**src/rtl/vlsu_seq.sv**
```systemverilog
// Vector load/store element sequencer: holds VL and walks element
// indices, issuing one word request per element via req/ack.
module vlsu_seq #(
    parameter int NUM_ELEM = 16,
    parameter int IDX_W    = 4,
    parameter int ADDR_W   = 32
) (
    input  logic              i_clock,
    input  logic              i_reset,
    input  logic              i_vl_wr,
    input  logic [IDX_W:0]    i_vl_val,
    input  logic              i_start,
    input  logic              i_is_store,
    input  logic [ADDR_W-1:0] i_base_addr,
    input  logic [ADDR_W-1:0] i_stride,
    output logic              o_mem_req,
    output logic              o_mem_we,
    output logic [ADDR_W-1:0] o_mem_addr,
    input  logic              i_mem_ack,
    output logic [IDX_W-1:0]  o_ele_idx,
    output logic              o_vreg_we,
    output logic              o_busy,
    output logic              o_done,
    output logic [IDX_W:0]    o_vl
);

    localparam logic [IDX_W:0] MAX_VL = (IDX_W+1)'(NUM_ELEM);

    typedef enum logic [1:0] {
        S_IDLE,
        S_ISSUE,
        S_DONE
    } state_t;

    state_t              r_state;
    state_t              w_next;
    logic [IDX_W:0]      r_vl;
    logic [IDX_W:0]      r_len;
    logic [IDX_W-1:0]    r_idx;
    logic [ADDR_W-1:0]   r_addr;
    logic [ADDR_W-1:0]   r_stride;
    logic                r_store;
    logic [IDX_W:0]      w_vl_clamp;
    logic                w_last;

    assign w_vl_clamp = (i_vl_val > MAX_VL) ? MAX_VL : i_vl_val;
    // r_len is the VL latched at start, so a same-cycle VL write
    // cannot change the length of the operation it coincides with.
    assign w_last     = ({1'b0, r_idx} == (r_len - 1'b1));

    always_ff @(posedge i_clock) begin
        if (i_reset) begin
            r_state <= S_IDLE;
        end else begin
            r_state <= w_next;
        end
    end

    always_comb begin
        w_next = r_state;
        case (r_state)
            S_IDLE: begin
                if (i_start) begin
                    w_next = (r_vl == '0) ? S_DONE : S_ISSUE;
                end
            end
            S_ISSUE: begin
                if (i_mem_ack && w_last) begin
                    w_next = S_DONE;
                end
            end
            S_DONE:  w_next = S_IDLE;
            default: w_next = S_IDLE;
        endcase
    end

    always_comb begin
        o_mem_req = 1'b0;
        o_mem_we  = 1'b0;
        o_vreg_we = 1'b0;
        o_busy    = 1'b0;
        o_done    = 1'b0;
        case (r_state)
            S_ISSUE: begin
                o_mem_req = 1'b1;
                o_mem_we  = r_store;
                o_vreg_we = i_mem_ack & ~r_store;
                o_busy    = 1'b1;
            end
            S_DONE: begin
                o_busy = 1'b1;
                o_done = 1'b1;
            end
            default: ;
        endcase
    end

    always_ff @(posedge i_clock) begin
        if (i_reset) begin
            r_vl     <= MAX_VL;
            r_len    <= '0;
            r_idx    <= '0;
            r_addr   <= '0;
            r_stride <= '0;
            r_store  <= 1'b0;
        end else begin
            case (r_state)
                S_IDLE: begin
                    if (i_vl_wr) begin
                        r_vl <= w_vl_clamp;
                    end
                    if (i_start) begin
                        r_len    <= r_vl;
                        r_idx    <= '0;
                        r_addr   <= i_base_addr;
                        r_stride <= i_stride;
                        r_store  <= i_is_store;
                    end
                end
                S_ISSUE: begin
                    if (i_mem_ack && !w_last) begin
                        r_idx  <= r_idx + 1'b1;
                        r_addr <= r_addr + r_stride;
                    end
                end
                default: ;
            endcase
        end
    end

    assign o_mem_addr = r_addr;
    assign o_ele_idx  = r_idx;
    assign o_vl       = r_vl;

endmodule

```
**config.mk**
```make
export PLATFORM = sky130hd
export DESIGN_NAME = vlsu_seq
export DESIGN_NICKNAME = d
export VERILOG_FILES = /design/src/rtl/vlsu_seq.sv
export SDC_FILE = /design/constraint.sdc
export NUM_CORES = 1
export LEC_CHECK = 0
export BUFFER_PORTS_ARGS = -buffer_cell sky130_fd_sc_hd__buf_2
export CAP_MARGIN = 15
export CORE_MARGIN = 2
export CORE_UTILIZATION = 45
export CTS_BUF_LIST = sky130_fd_sc_hd__clkbuf_4
export CTS_CLUSTER_DIAMETER = 80
export CTS_CLUSTER_SIZE = 20
export DETAILED_ROUTE_END_ITERATION = 6
export HOLD_SLACK_MARGIN = 0.1
export PLACE_DENSITY = 0.67
export SETUP_SLACK_MARGIN = 0.4
export SYNTH_ARGS = -nofsm -noshare
export SYNTH_HDL_FRONTEND = slang
export SYNTH_SLANG_ARGS = --single-unit
```
**constraint.sdc**
```tcl
create_clock -name i_clock -period 3.9 [get_ports i_clock]
set_clock_uncertainty 0.05 [all_clocks]
set_input_delay 0.39 -clock i_clock [delete_from_list [all_inputs] [get_ports i_clock]]
set_output_delay 0.39 -clock i_clock [all_outputs]
set_load 0.05 [all_outputs]
```
# Yosys cells after proc, flatten, opt, wreduce, memory -nomap -nowiden
# Index checks and enable logic that the tools add are counted.
# totals
latch_bits,0
mem_bits_ro,0
mem_bits_rw,0
memories,0
output_inout_bits,46
reg_bits,81
wordCells,46
inputBits,75
# op_classes
n_mux,16
n_shift,0
mul,0
order_cmp,1
n_bitwise,2
eq_ne,6
n_div,0
n_reduce_logical,11
addsub,3
# ops
operator,count
2-to-1 mux 32 bit,2
one-hot mux 32 bit (2 select lines),1
adder 32 bit,1
2-to-1 mux 4 bit,2
one-hot mux 4 bit (2 select lines),1
2-to-1 mux 2 bit,3
"inequality test 2 bit, second input constant",3
AND reduction 2 bit,3
== test 4 x 5 -> 1 bit,1
"> comparator 5 bit, second input constant",1
logical NOT 5 bit,1
2-to-1 mux 1 bit,5
2-to-1 mux 5 bit,1
"subtractor 5 x 1 -> 5 bit, second input constant",1
"adder 4 x 1 -> 4 bit, second input constant",1
one-hot mux 2 bit (2 select lines),1
AND reduction 3 bit,1
"== test 2 x 1 -> 1 bit, second input constant",1
"== test 2 bit, second input constant",1
logical AND 1 bit,2
logical NOT 2 bit,1
nonzero test 2 bit,1
OR reduction 2 bit,1
bitwise AND 1 bit,1
2 further kinds,2

# Depth between registers and ports, before layout
# depth
word_depth,6
ltp_mapped,13
ltp_nobuf,12

# Worst setup path after synthesis
# No wires, ideal clock.
# synth_path
kind,register to output
start,register r_state[1]
end,output o_vreg_we
required_time_ps,3460
arrival_time_ps,2694
slack_ps,766
n_path_buf,2
path_stages_with_launch,7
path_cell_list,dfxtp_1 > inv_1 > ha_1 > clkbuf_1 > clkinv_1 > clkbuf_1 > nor3_1
# synth_between
elab_chain_len,2
# synth_lines
element,line,source
start: declaration,35,state_t r_state;
start signal: assignment,55,r_state <= w_next;
== test 2 x 1 -> 1 bit,83,case (r_state)
2-to-1 mux 1 bit,83,
end: declaration,21,"output logic o_vreg_we,"
# No other way between the ends.

# Final worst setup path
# layout_path
start,"register r_addr[0], in the netlist o_mem_addr[0]"
end,"register r_addr[26], in the netlist o_mem_addr[26]"
# layout_between
elab_chain_len,3
# layout_lines
element,line,source
start: declaration,40,logic [ADDR_W-1:0] r_addr;
start signal: assignment,115,r_addr <= i_base_addr;
start signal: assignment,123,r_addr <= r_addr + r_stride;
adder 32 bit,123,
2-to-1 mux 32 bit,121,if (i_mem_ack && !w_last) begin
one-hot mux 32 bit (2 select lines),107,case (r_state)
# No other way between the ends. The select of a mux whose other input is x is not followed.
# A chain may end at the register's enable or synchronous reset.

==> impl_metrics.json <==
{
  "synth_edf_count": 0,
  "period_minus_slack_ps": 3260,
  "finalPower_uw": 3369,
  "synth_seq_cells": 81,
  "vias": 4986,
  "yosys.area.top_type": "dfxtp_1",
  "finalMaxSlewViolations": 0,
  "fp.dieW_um": 109.8,
  "peakVddDrop_mv": 0.4570,
  "crit_arrival_ps": 3510,
  "cts_tree": "done",
  "setup_slack_ps": 640.4,
  "synth_cell_types": 63,
  "syn-cell-area_um2": 5041,
  "setup_viol": 0,
  "maxCapViolCount": 0,
  "avgSynthCellArea_um2": 7.926,
  "rsz0062_at_grt": "no",
  "routed_wirelength_um": 13760,
  "drive_gt1_share_pct": 20.55,
  "ant_nets": 0,
  "io_pins": 121,
  "start_kind": "flip-flop",
  "track_usage_pct": 23.31,
  "syn-instance-count": 636,
  "maxSlewHeadroom_pct": 26.80,
  "powerDensity_nw_per_um2": 543.9,
  "cts_buffers": 9,
  "cts.clk_slew.worst_paths_ps": 140,
  "post-cts-setup-buffers": 0,
  "wl_per_cell_um": 15.13,
  "nets": 876,
  "synthTopCellsByCount": "nand2_1 (110), dfxtp_1 (81), a21oi_1 (76)",
  "hold_violations": 0,
  "required_ps": 4150,
  "dp_slack_ps": 720.8,
  "synth_top_area_share_pct": 32.17,
  "fin_setup_tns_ps": 0,
  "worst_slew_pin_slew_ps": 1098,
  "io_buffers": 120,
  "initial_core_util_pct": 46.30,
  "seq_area_frac_synth_pct": 32.17,
  "cts-root-buf": "clkbuf_4",
  "min_period_over_period_pct": 83.58,
  "core_um2": 10890,
  "synth_most_common_cell": "nand2_1",
  "areaGrowthSynthToFinish_pct": 22.86,
  "cts.sinks": 81,
  "post_dp_cell_area_um2": 5717,
  "htree_levels": 3,
  "viasPerCell": 5.485,
  "path_max_fanout": 4,
  "fmax_mhz": 306.8,
  "grt_pass1_vias": 4598,
  "grt.overflow.total": 0,
  "antennaDiodeCount": 0,
  "detail_route.iter0.violations": 270,
  "fill_cells": 1009,
  "firstDrtPassIters": 4,
  "worstSetupEndpointType": "flip-flop",
  "worstHoldPathType": "in -> reg",
  "synth_flop_cell": "dfxtp_1",
  "die_area_um2": 12060,
  "place_congestion": 0.9151,
  "drcViolationCount": 0,
  "finalInstanceArea_um2": 6193,
  "clock_latency_ps": 470,
  "die_y_um": 109.8,
  "status": "finished, final reports clean",
  "synth_area_leaders": "dfxtp_1 (32%), ha_1 (8.9%), nand2_1 (8.2%), a21oi_1 (7.5%), mux2i_1 (4.8%)",
  "synth_nets": 748,
  "final_util_pct": 56.88,
  "synthArstFlopShare_pct": 0,
  "grt_antenna_before_repair": 0,
  "grt_pass1_wl_um": 22050,
  "grt_max_degree": 56,
  "worstSetupPathType": "reg -> reg",
  "post-dp-hpwl_um": 9593,
  "synth_warnings": 0,
  "std_cell_rows": 38,
  "leakagePower_uw": 0.002860,
  "clockBufferDepth": 2
}
==> layout make-up <==
cell class                      instances  area (um2)  share of cell area (%)
Clock buffer                           11       82.58                   1.333
Multi-Input combinational cell        503        3222                   52.02
Inverter                               14       52.55                  0.8485
Tap cell                              140       175.2                   2.828
Timing Repair Buffer                  155       935.9                   15.11
Clock inverter                          5       103.9                   1.677
Sequential cell                        81        1622                   26.18
==> final timing paths <==
kind,start,endpoint,slack (ps),cells after the start
worst max-delay path,o_mem_addr[0],o_mem_addr[26],640,11
worst min register to register,r_stride[6],r_stride[6],420,2
worst min-delay path,i_stride[28],r_stride[28],120,3
worst max register to register,o_mem_addr[0],o_mem_addr[26],640,11
==> critical path: stages (launching register included) <==
cell      delay, ps
dfxtp_1         350
ha_1            230
fa_1            400
a21oi_1         270
o21a_1          170
o21ai_1         130
a2111o_1        420
a31o_1          230
a21oi_2         270
and2b_2         250
o31ai_1         210
a211oi_1        110
==> cell usage in the layout, fill, tap and decap left out, drive strengths merged, types with 3 or more instances in the layout <==
master,instances
a31oi,6
dfxtp,81
o21a,3
inv,13
and3,8
bufinv,3
nor3b,4
buf,126
or2,3
xor2,13
nor2,52
dlygate4sd3,29
nand4,5
clkinv,3
nand2b,6
ha,36
a21oi,79
nor3,5
a311oi,7
nor2b,7
and2,5
nand3,8
clkbuf,11
or3,4
xnor2,18
o211ai,5
o21ai,23
a21o,14
nand2,110
a211oi,25
mux2i,24
==> power by group <==
part           internal [uW]  leakage (uW)  switching, uW
combinational            532       0.00209           1090
sequential               971      0.000667            121
clock                    339      0.000101            317
total                   1840       0.00286           1530
==> cell families (layout without fill, tap and decap cells) <==
logic type	after synthesis	after routing	share of synthesized area, %
simple gates	225	225	19.93
buf+inv	52	185	4.195
compound gates	185	185	24.00
fa+ha+maj	37	37	9.332
flops	81	81	32.17
mux	25	25	4.989
xor+xnor	31	31	5.386
==> flip-flops by register name, summed over array words and instances (netlist names) <==
signal,count
o_mem_addr,32
r_len,5
o_vl,5
r_state,2
o_ele_idx,4
r_stride,32
r_store,1
==> stage by stage <==
stage | hold slack, ps | std cells
6_report | 118.1 | 909
2_1_floorplan | 390.0 | 636
4_1_cts | 101.0 | 908
5_1_grt | 106.0 | 909
3_5_place_dp | 402.5 | 864
3_3_place_gp | 399.9 | 864
==> routing by layer <==
layer	global-route usage, %	routed length [um]	vias up
met5	0	0	-
met4	10.13	343	0
met3	4.683	735	22
met2	37.38	6340	134
met1	30.26	6336	2303
li1	-	-	2527
==> what timing repair did <==
item | in CTS | in global routing
setup endpoints to repair | 0 | 0
gates resized for setup | 0 | 0
hold buffers | 28 | 1
endpoints found under the hold margin | 28 | 1
No activity file was read; power rests on OpenSTA's default activity.
